`src/rtl/spi_regbank_if.sv`:
```
// SPI pin bundle for spi_regbank: the controller drives SCLK/COPI/nCS, and the
// peripheral returns CIPO together with its pad enable.
interface spi_regbank_if;
  logic SCLK;
  logic COPI;
  logic nCS;
  logic CIPO;
  logic cipo_oe;

  modport slave (
    input  SCLK,
    input  COPI,
    input  nCS,
    output CIPO,
    output cipo_oe
  );

  modport master (
    output SCLK,
    output COPI,
    output nCS,
    input  CIPO,
    input  cipo_oe
  );
endinterface

```
`src/rtl/spi_regbank.sv`:
```
// SPI mode-0 peripheral register bank: [RW][ADDR][DATA] frames write or read back
// NUM_REGS registers of DATA_W bits; aborted or out-of-range frames pulse frame_err.
module spi_regbank #(
  parameter int NUM_REGS    = 8,
  parameter int ADDR_W      = 7,
  parameter int DATA_W      = 8,
  parameter int SYNC_STAGES = 2
) (
  input  logic                       clk,
  input  logic                       rst_n,
  spi_regbank_if.slave               spi,
  output logic [NUM_REGS*DATA_W-1:0] regs_flat,
  output logic [NUM_REGS-1:0]        wr_pulse,
  output logic                       frame_err
);

  localparam int FL    = 1 + ADDR_W + DATA_W;
  localparam int CW    = $clog2(FL + 1);
  localparam int RW_W  = NUM_REGS * DATA_W;

  typedef enum logic [1:0] {
    IDLE = 2'd0,
    CMD  = 2'd1,
    DATA = 2'd2,
    DONE = 2'd3
  } state_t;

  function automatic logic addr_ok(input logic [ADDR_W-1:0] a);
    return ({1'b0, a} < (ADDR_W + 1)'(NUM_REGS));
  endfunction

  function automatic logic [DATA_W-1:0] reg_sel(input logic [RW_W-1:0]   r,
                                                input logic [ADDR_W-1:0] a);
    logic [DATA_W-1:0] v;
    v = '0;
    for (int i = 0; i < NUM_REGS; i++) begin
      if (a == ADDR_W'(i)) v = r[i*DATA_W +: DATA_W];
    end
    return v;
  endfunction

  // Input synchronisers plus one edge-detect flop per control pin
  logic [SYNC_STAGES-1:0] sclk_sync_q, sclk_sync_d;
  logic [SYNC_STAGES-1:0] copi_sync_q, copi_sync_d;
  logic [SYNC_STAGES-1:0] ncs_sync_q,  ncs_sync_d;
  logic                   sclk_dly_q,  sclk_dly_d;
  logic                   ncs_dly_q,   ncs_dly_d;

  logic sclk_s, copi_s, ncs_s;
  logic sclk_rise, sclk_fall, ncs_fall;

  always_comb begin
    sclk_sync_d = {sclk_sync_q[SYNC_STAGES-2:0], spi.SCLK};
    copi_sync_d = {copi_sync_q[SYNC_STAGES-2:0], spi.COPI};
    ncs_sync_d  = {ncs_sync_q[SYNC_STAGES-2:0],  spi.nCS};
    sclk_dly_d  = sclk_sync_q[SYNC_STAGES-1];
    ncs_dly_d   = ncs_sync_q[SYNC_STAGES-1];
  end

  always_ff @(posedge clk or negedge rst_n) begin
    if (!rst_n) begin
      sclk_sync_q <= '0;
      copi_sync_q <= '0;
      ncs_sync_q  <= '1;
      sclk_dly_q  <= 1'b0;
      ncs_dly_q   <= 1'b1;
    end else begin
      sclk_sync_q <= sclk_sync_d;
      copi_sync_q <= copi_sync_d;
      ncs_sync_q  <= ncs_sync_d;
      sclk_dly_q  <= sclk_dly_d;
      ncs_dly_q   <= ncs_dly_d;
    end
  end

  assign sclk_s    = sclk_sync_q[SYNC_STAGES-1];
  assign copi_s    = copi_sync_q[SYNC_STAGES-1];
  assign ncs_s     = ncs_sync_q[SYNC_STAGES-1];
  assign sclk_rise = sclk_s & ~sclk_dly_q;
  assign sclk_fall = ~sclk_s & sclk_dly_q;
  assign ncs_fall  = ~ncs_s & ncs_dly_q;

  // Frame FSM, bit counter, input shifter and read-back shifter
  state_t            state_q, state_d;
  logic [CW-1:0]     cnt_q, cnt_d;
  logic [FL-1:0]     sh_q, sh_d;
  logic [DATA_W-1:0] out_q, out_d;
  logic              rd_q, rd_d;
  logic              commit_q, commit_d;
  logic              abort_err;

  always_comb begin
    state_d   = state_q;
    cnt_d     = cnt_q;
    sh_d      = sh_q;
    out_d     = out_q;
    rd_d      = rd_q;
    commit_d  = 1'b0;
    abort_err = 1'b0;

    unique case (state_q)
      IDLE: begin
        // A rise seen in the same cycle as the nCS fall is deliberately not counted
        if (ncs_fall) begin
          state_d = CMD;
          cnt_d   = '0;
          sh_d    = '0;
          rd_d    = 1'b0;
        end
      end

      CMD: begin
        if (ncs_s) begin
          state_d   = IDLE;
          abort_err = (cnt_q != '0);
        end else if (sclk_rise) begin
          sh_d  = {sh_q[FL-2:0], copi_s};
          cnt_d = cnt_q + CW'(1);
          if (cnt_q == CW'(ADDR_W)) begin
            state_d = DATA;
            rd_d    = ~sh_d[ADDR_W];
            out_d   = (~sh_d[ADDR_W] && addr_ok(sh_d[ADDR_W-1:0]))
                      ? reg_sel(regs_flat, sh_d[ADDR_W-1:0]) : '0;
          end
        end
      end

      DATA: begin
        if (ncs_s) begin
          state_d   = IDLE;
          abort_err = 1'b1;
        end else if (sclk_rise) begin
          sh_d  = {sh_q[FL-2:0], copi_s};
          cnt_d = cnt_q + CW'(1);
          if (cnt_q == CW'(FL - 1)) begin
            state_d  = DONE;
            commit_d = 1'b1;
          end
        end else if (sclk_fall && (cnt_q > CW'(1 + ADDR_W))) begin
          // The fall right after the load keeps the MSB on CIPO for the first data rise
          out_d = {out_q[DATA_W-2:0], 1'b0};
        end
      end

      DONE: begin
        if (ncs_s) state_d = IDLE;
      end

      default: state_d = IDLE;
    endcase
  end

  always_ff @(posedge clk or negedge rst_n) begin
    if (!rst_n) begin
      state_q  <= IDLE;
      cnt_q    <= '0;
      sh_q     <= '0;
      out_q    <= '0;
      rd_q     <= 1'b0;
      commit_q <= 1'b0;
    end else begin
      state_q  <= state_d;
      cnt_q    <= cnt_d;
      sh_q     <= sh_d;
      out_q    <= out_d;
      rd_q     <= rd_d;
      commit_q <= commit_d;
    end
  end

  // Commit stage: one cycle after the final rise the full frame sits in sh_q
  logic [RW_W-1:0]     regs_q, regs_d;
  logic [NUM_REGS-1:0] wr_q, wr_d;
  logic                ferr_q, ferr_d;
  logic                f_rw;
  logic [ADDR_W-1:0]   f_addr;
  logic [DATA_W-1:0]   f_data;

  assign f_rw   = sh_q[FL-1];
  assign f_addr = sh_q[FL-2 -: ADDR_W];
  assign f_data = sh_q[DATA_W-1:0];

  always_comb begin
    regs_d = regs_q;
    wr_d   = '0;
    ferr_d = abort_err;
    if (commit_q) begin
      if (!addr_ok(f_addr)) begin
        ferr_d = 1'b1;
      end else if (f_rw) begin
        for (int i = 0; i < NUM_REGS; i++) begin
          if (f_addr == ADDR_W'(i)) begin
            regs_d[i*DATA_W +: DATA_W] = f_data;
            wr_d[i]                    = 1'b1;
          end
        end
      end
    end
  end

  always_ff @(posedge clk or negedge rst_n) begin
    if (!rst_n) begin
      regs_q <= '0;
      wr_q   <= '0;
      ferr_q <= 1'b0;
    end else begin
      regs_q <= regs_d;
      wr_q   <= wr_d;
      ferr_q <= ferr_d;
    end
  end

  assign regs_flat   = regs_q;
  assign wr_pulse    = wr_q;
  assign frame_err   = ferr_q;
  assign spi.cipo_oe = (state_q == DATA) && rd_q;
  assign spi.CIPO    = spi.cipo_oe & out_q[DATA_W-1];

endmodule
```
`src/flat_wrapper.sv`:
```
// flat-port wrapper written by rule: the top's interface ports become plain ports
module spi_regbank_flat 
#(
  parameter int NUM_REGS    = 8,
  parameter int ADDR_W      = 7,
  parameter int DATA_W      = 8,
  parameter int SYNC_STAGES = 2
)
  (clk, rst_n, regs_flat, wr_pulse, frame_err, spi_SCLK, spi_COPI, spi_nCS, spi_CIPO, spi_cipo_oe);
  spi_regbank_if spi_i ();
  input  logic clk;
  input  logic rst_n;
  output logic [NUM_REGS*DATA_W-1:0] regs_flat;
  output logic [NUM_REGS-1:0] wr_pulse;
  output logic frame_err;
  input wire logic [$bits(spi_i.SCLK)-1:0] spi_SCLK;
  input wire logic [$bits(spi_i.COPI)-1:0] spi_COPI;
  input wire logic [$bits(spi_i.nCS)-1:0] spi_nCS;
  output wire logic [$bits(spi_i.CIPO)-1:0] spi_CIPO;
  output wire logic [$bits(spi_i.cipo_oe)-1:0] spi_cipo_oe;
  assign spi_i.SCLK = spi_SCLK;
  assign spi_i.COPI = spi_COPI;
  assign spi_i.nCS = spi_nCS;
  assign spi_CIPO = spi_i.CIPO;
  assign spi_cipo_oe = spi_i.cipo_oe;
  spi_regbank #(.NUM_REGS(NUM_REGS), .ADDR_W(ADDR_W), .DATA_W(DATA_W), .SYNC_STAGES(SYNC_STAGES)) u_core (.clk(clk), .rst_n(rst_n), .spi(spi_i), .regs_flat(regs_flat), .wr_pulse(wr_pulse), .frame_err(frame_err));
endmodule
```
`config.mk`:
```
export PLATFORM = sky130hd
export DESIGN_NAME = spi_regbank_flat
export DESIGN_NICKNAME = d
export VERILOG_FILES = /design/src/rtl/spi_regbank_if.sv /design/src/rtl/spi_regbank.sv /design/src/flat_wrapper.sv
export SDC_FILE = /design/constraint.sdc
export NUM_CORES = 1
export LEC_CHECK = 0
export CORE_MARGIN = 5
export CORE_UTILIZATION = 40
export DETAILED_ROUTE_END_ITERATION = 7
export PLACE_DENSITY = 0.59
export SYNTH_ARGS = -nofsm -noshare
export SYNTH_HDL_FRONTEND = slang
export SYNTH_SLANG_ARGS = --single-unit
```
`constraint.sdc`:
```
create_clock -name clk -period 2.95 [get_ports clk]
set_input_delay 0.295 -clock clk [delete_from_list [all_inputs] [get_ports clk]]
set_output_delay 0.295 -clock clk [all_outputs]
set_load 0.01 [all_outputs]
```
==> results of run 1 <==
==> layout by cell type, fill, tap and decap left out, types with 3 or more instances in the layout <==
cell and instances:
bufinv_16 3, nor3b_1 3, nand3b_1 7, inv_1 18, clkbuf_1 3, clkdlybuf4s50_1 78, buf_4 4, and3_1 3
dfstp_2 3, clkinv_2 3, o221a_2 4, mux2_2 60, nand2_1 51, o22ai_1 5, mux4_2 3, a31oi_1 5
ha_1 7, o21ai_0 31, clkbuf_16 17, mux2_4 8, clkbuf_8 3, a21oi_1 15, dfrtp_1 111, nor2_1 9
or3_1 3, o221ai_1 4, nand3_1 6, nand2b_1 7, mux2i_1 16, o211ai_1 4, nor3_1 6
==> flip-flops by register name, indices dropped and copies added (netlist names), 2 cells and up <==
register and cells:
u_core.copi_sync_q 2, u_core.regs_flat 64, u_core.state_q 2, u_core.out_q 8
u_core.wr_pulse 8, u_core.ncs_sync_q 2, u_core.cnt_q 5, u_core.sclk_sync_q 2
u_core.sh_q 16
==> routing by layer <==
metal  GRT usage  vias to the layer above  part of all wire
met5           0                        -                 0
met4      0.0677                        0             0.017
met3      0.0489                       20             0.042
met2       0.281                      101              0.48
met1       0.239                     1911              0.46
li1            -                     1765                 -
==> Yosys cell counts, types with 8 or more instances <==
master,instances
a21oi_1,15
clkbuf_1,19
dfrtp_1,111
inv_1,18
mux2_2,60
mux2_4,8
mux2i_1,16
nand2_1,51
nor2_1,9
o21ai_0,31
==> kinds of logic (layout without fill, tap and decap cells) <==
logic type,after synthesis,count (layout),synth area share
flip-flops,114,114,0.543
adder cells (fa/ha/maj),7,7,0.0167
AND/OR/NAND/NOR,113,113,0.115
AO/OA/AOI/OAI,81,81,0.0980
buffers and inverters,43,135,0.0326
multiplexers,87,87,0.195
==> critical path: cells and delay by family, from the launching register on <==
kind / cells / cell delay [ns]
buf+inv: 2 / 0.64
flops: 1 / 0.41
simple gates: 1 / 0.25
fa+ha+maj: 1 / 0.56
==> metrics by stage <==
stage	instances	instance area, um2	total power (uW)	hold slack, ns	util
floorplan	445	5260	2290	-0.000591	-
global placement	676	6220	2500	0.253	0.487
detailed placement	676	6220	2530	0.256	0.487
CTS	709	6840	4620	0.280	0.535
global route	709	6840	4810	0.292	0.535
finish	709	6840	4580	0.302	0.535
==> worst max-delay path by stage <==
stage / from / to / depth (start not counted)
2_1_floorplan: u_core.sh_q[13]$_DFFE_PN0P_ / u_core.regs_flat[48]$_DFFE_PN0P_ / 5
3_3_place_gp: u_core.sh_q[3]$_DFFE_PN0P_ / u_core.out_q[1]$_DFFE_PN0P_ / 4
3_5_place_dp: u_core.sh_q[4]$_DFFE_PN0P_ / u_core.out_q[2]$_DFFE_PN0P_ / 4
4_1_cts: u_core.state_q[0]$_DFFE_PN0P_ / spi_CIPO / 4
5_1_grt: u_core.sh_q[4]$_DFFE_PN0P_ / u_core.out_q[2]$_DFFE_PN0P_ / 4
6_report: u_core.state_q[0]$_DFFE_PN0P_ / spi_CIPO / 4
==> cell type report <==
type / count / area, um2 / area share
clock buffers: 23 / 478 / 0.0699
inverters: 18 / 67.6 / 0.00988
well taps: 172 / 215 / 0.0315
flip-flops and latches: 114 / 2860 / 0.418
repair buffers: 85 / 861 / 0.126
clock inverters: 9 / 129 / 0.0188
multi-input cells: 288 / 2230 / 0.326
==> power by group <==
part | leakage (uW) | switching, uW | total (uW) | internal [uW]
combinational | 0.00128 | 448 | 686 | 238
sequential | 0.00155 | 158 | 1820 | 1670
clock | 0.000293 | 680 | 2070 | 1390
==> impl_metrics.yaml, run 1 <==
hold_path:
  worstHoldStart: "spi_nCS"
  hp-class: "input pin to register"
  holdPathEnd: "u_core.ncs_sync_q[0]$_DFF_PN1_"
  min_path_cells: 1
drt:
  viasPerCell: 5.36
  drtIter0Drc: 251
  first_pass_iters: 5
  final_antenna_net_count: 0
  wirelength_mm: 13.4
  wire_per_inst_um: 18.9
  drc: 0
  route.vias.total: 3797
floorplanning:
  die_w_um: 125
  start_util: 0.412
  die_h_um: 125
  pin_count: 80
  core_area_um2: 12800
  num_rows: 41
  die_area_um2: 15500
cts:
  cts.sinks: 114
  cts_resized: 0
  insertion_delay_ns: 0.41
  cts_buffers: 17
  cts-root-buf: "clkbuf_16"
  ctsLongestPathBuffers: 2
  htreeDepth: 4
  postCtsSetupRepairBufs: 0
  postCtsHoldBufs: 1
  clkTransAtPathRegs_ns: 0.05
  cts_tree: "built"
synth:
  synth_area_leaders: "dfrtp_1 (53%), mux2_2 (13%), nand2_1 (3.6%), mux2i_1 (3.0%), o21ai_0 (3.0%)"
  ys.warnings.count: 0
  synth_area_um2: 5260
  avgSynthCellArea_um2: 11.8
  yosys_register_bits: 114
  syn-num-nets: 457
  synth-edff-count: 0
  synthArstFlopShare: 1.00
  synthCells: 445
  yosysSeqAreaShare: 0.543
  yosysTopAreaCellShare: 0.528
  synth_top_area_cell: "dfrtp_1"
  synth_cell_types: 52
  synth_ff_type: "dfrtp_1"
sta:
  final_max_slew_viol_count: 0
  worst_pin_slew_ns: 0.951
  rsz0062_at_grt: "no"
  final.period_utilization: 0.867
  period_minus_slack_ns: 2.56
  hold_viol: 0
  post-route-worst-setup-slack_ns: 0.393
  finalSetupViolations: 0
  slew_headroom: 0.366
  final.setup.tns_ns: 0
  max_freq_mhz: 391
  clock_skew_ns: 0.0118
setup_path:
  timing.rr.end: "u_core.out_q[2]$_DFFE_PN0P_"
  cp.required_ns: 2.65
  reg2reg_depth: 4
  crit_path_top_delay_cell: "ha_1"
  crit_type: "register to output port"
  worstPathArrival_ns: 2.26
  setup.worst_path.end_class: "output port"
  critPathLaunchType: "register"
  rr_startpoint: "u_core.sh_q[4]$_DFFE_PN0P_"
  critPathMaxStageDelay_ns: 0.56
  crit_chain: "inv_1 > ha_1 > and3_1 > clkdlybuf4s50_1"
  cp_max_fo: 19
  r2r_slack_ns: 0.44
global_routing:
  grt_pass1_wl_mm: 22.1
  antenna_found_initial: 0
  grt_max_degree: 85
  grt_use_total: 0.180
  grt_pass1_vias: 3947
  grt.overflow.total: 0
placed_design:
  port_buffers: 79
  dp_slack_ns: 0.507
  dpl.hpwl_mm: 9.26
  place_congestion: 0.809
layout:
  antennaDiodeCount: 0
  fin_nets: 536
  drive_above_1_share: 0.223
  area_delta_synth_final_pct: 30.0
  fillers: 1093
run:
  maxCapViolCount: 0
pwr:
  power.density_nw_per_um2: 670
  p_leak_uw: 0.00312
  peakVddDrop_mv: 0.438
outcome:
  status: "finished clean"
Power figures use the tool's default switching activity.
==> run 2: changes to the inputs <==
Settings changed: CTS_CLUSTER_SIZE set to 24.
==> results of run 2 <==
The final DEF is identical to that of run 1; final timing and power are the same.
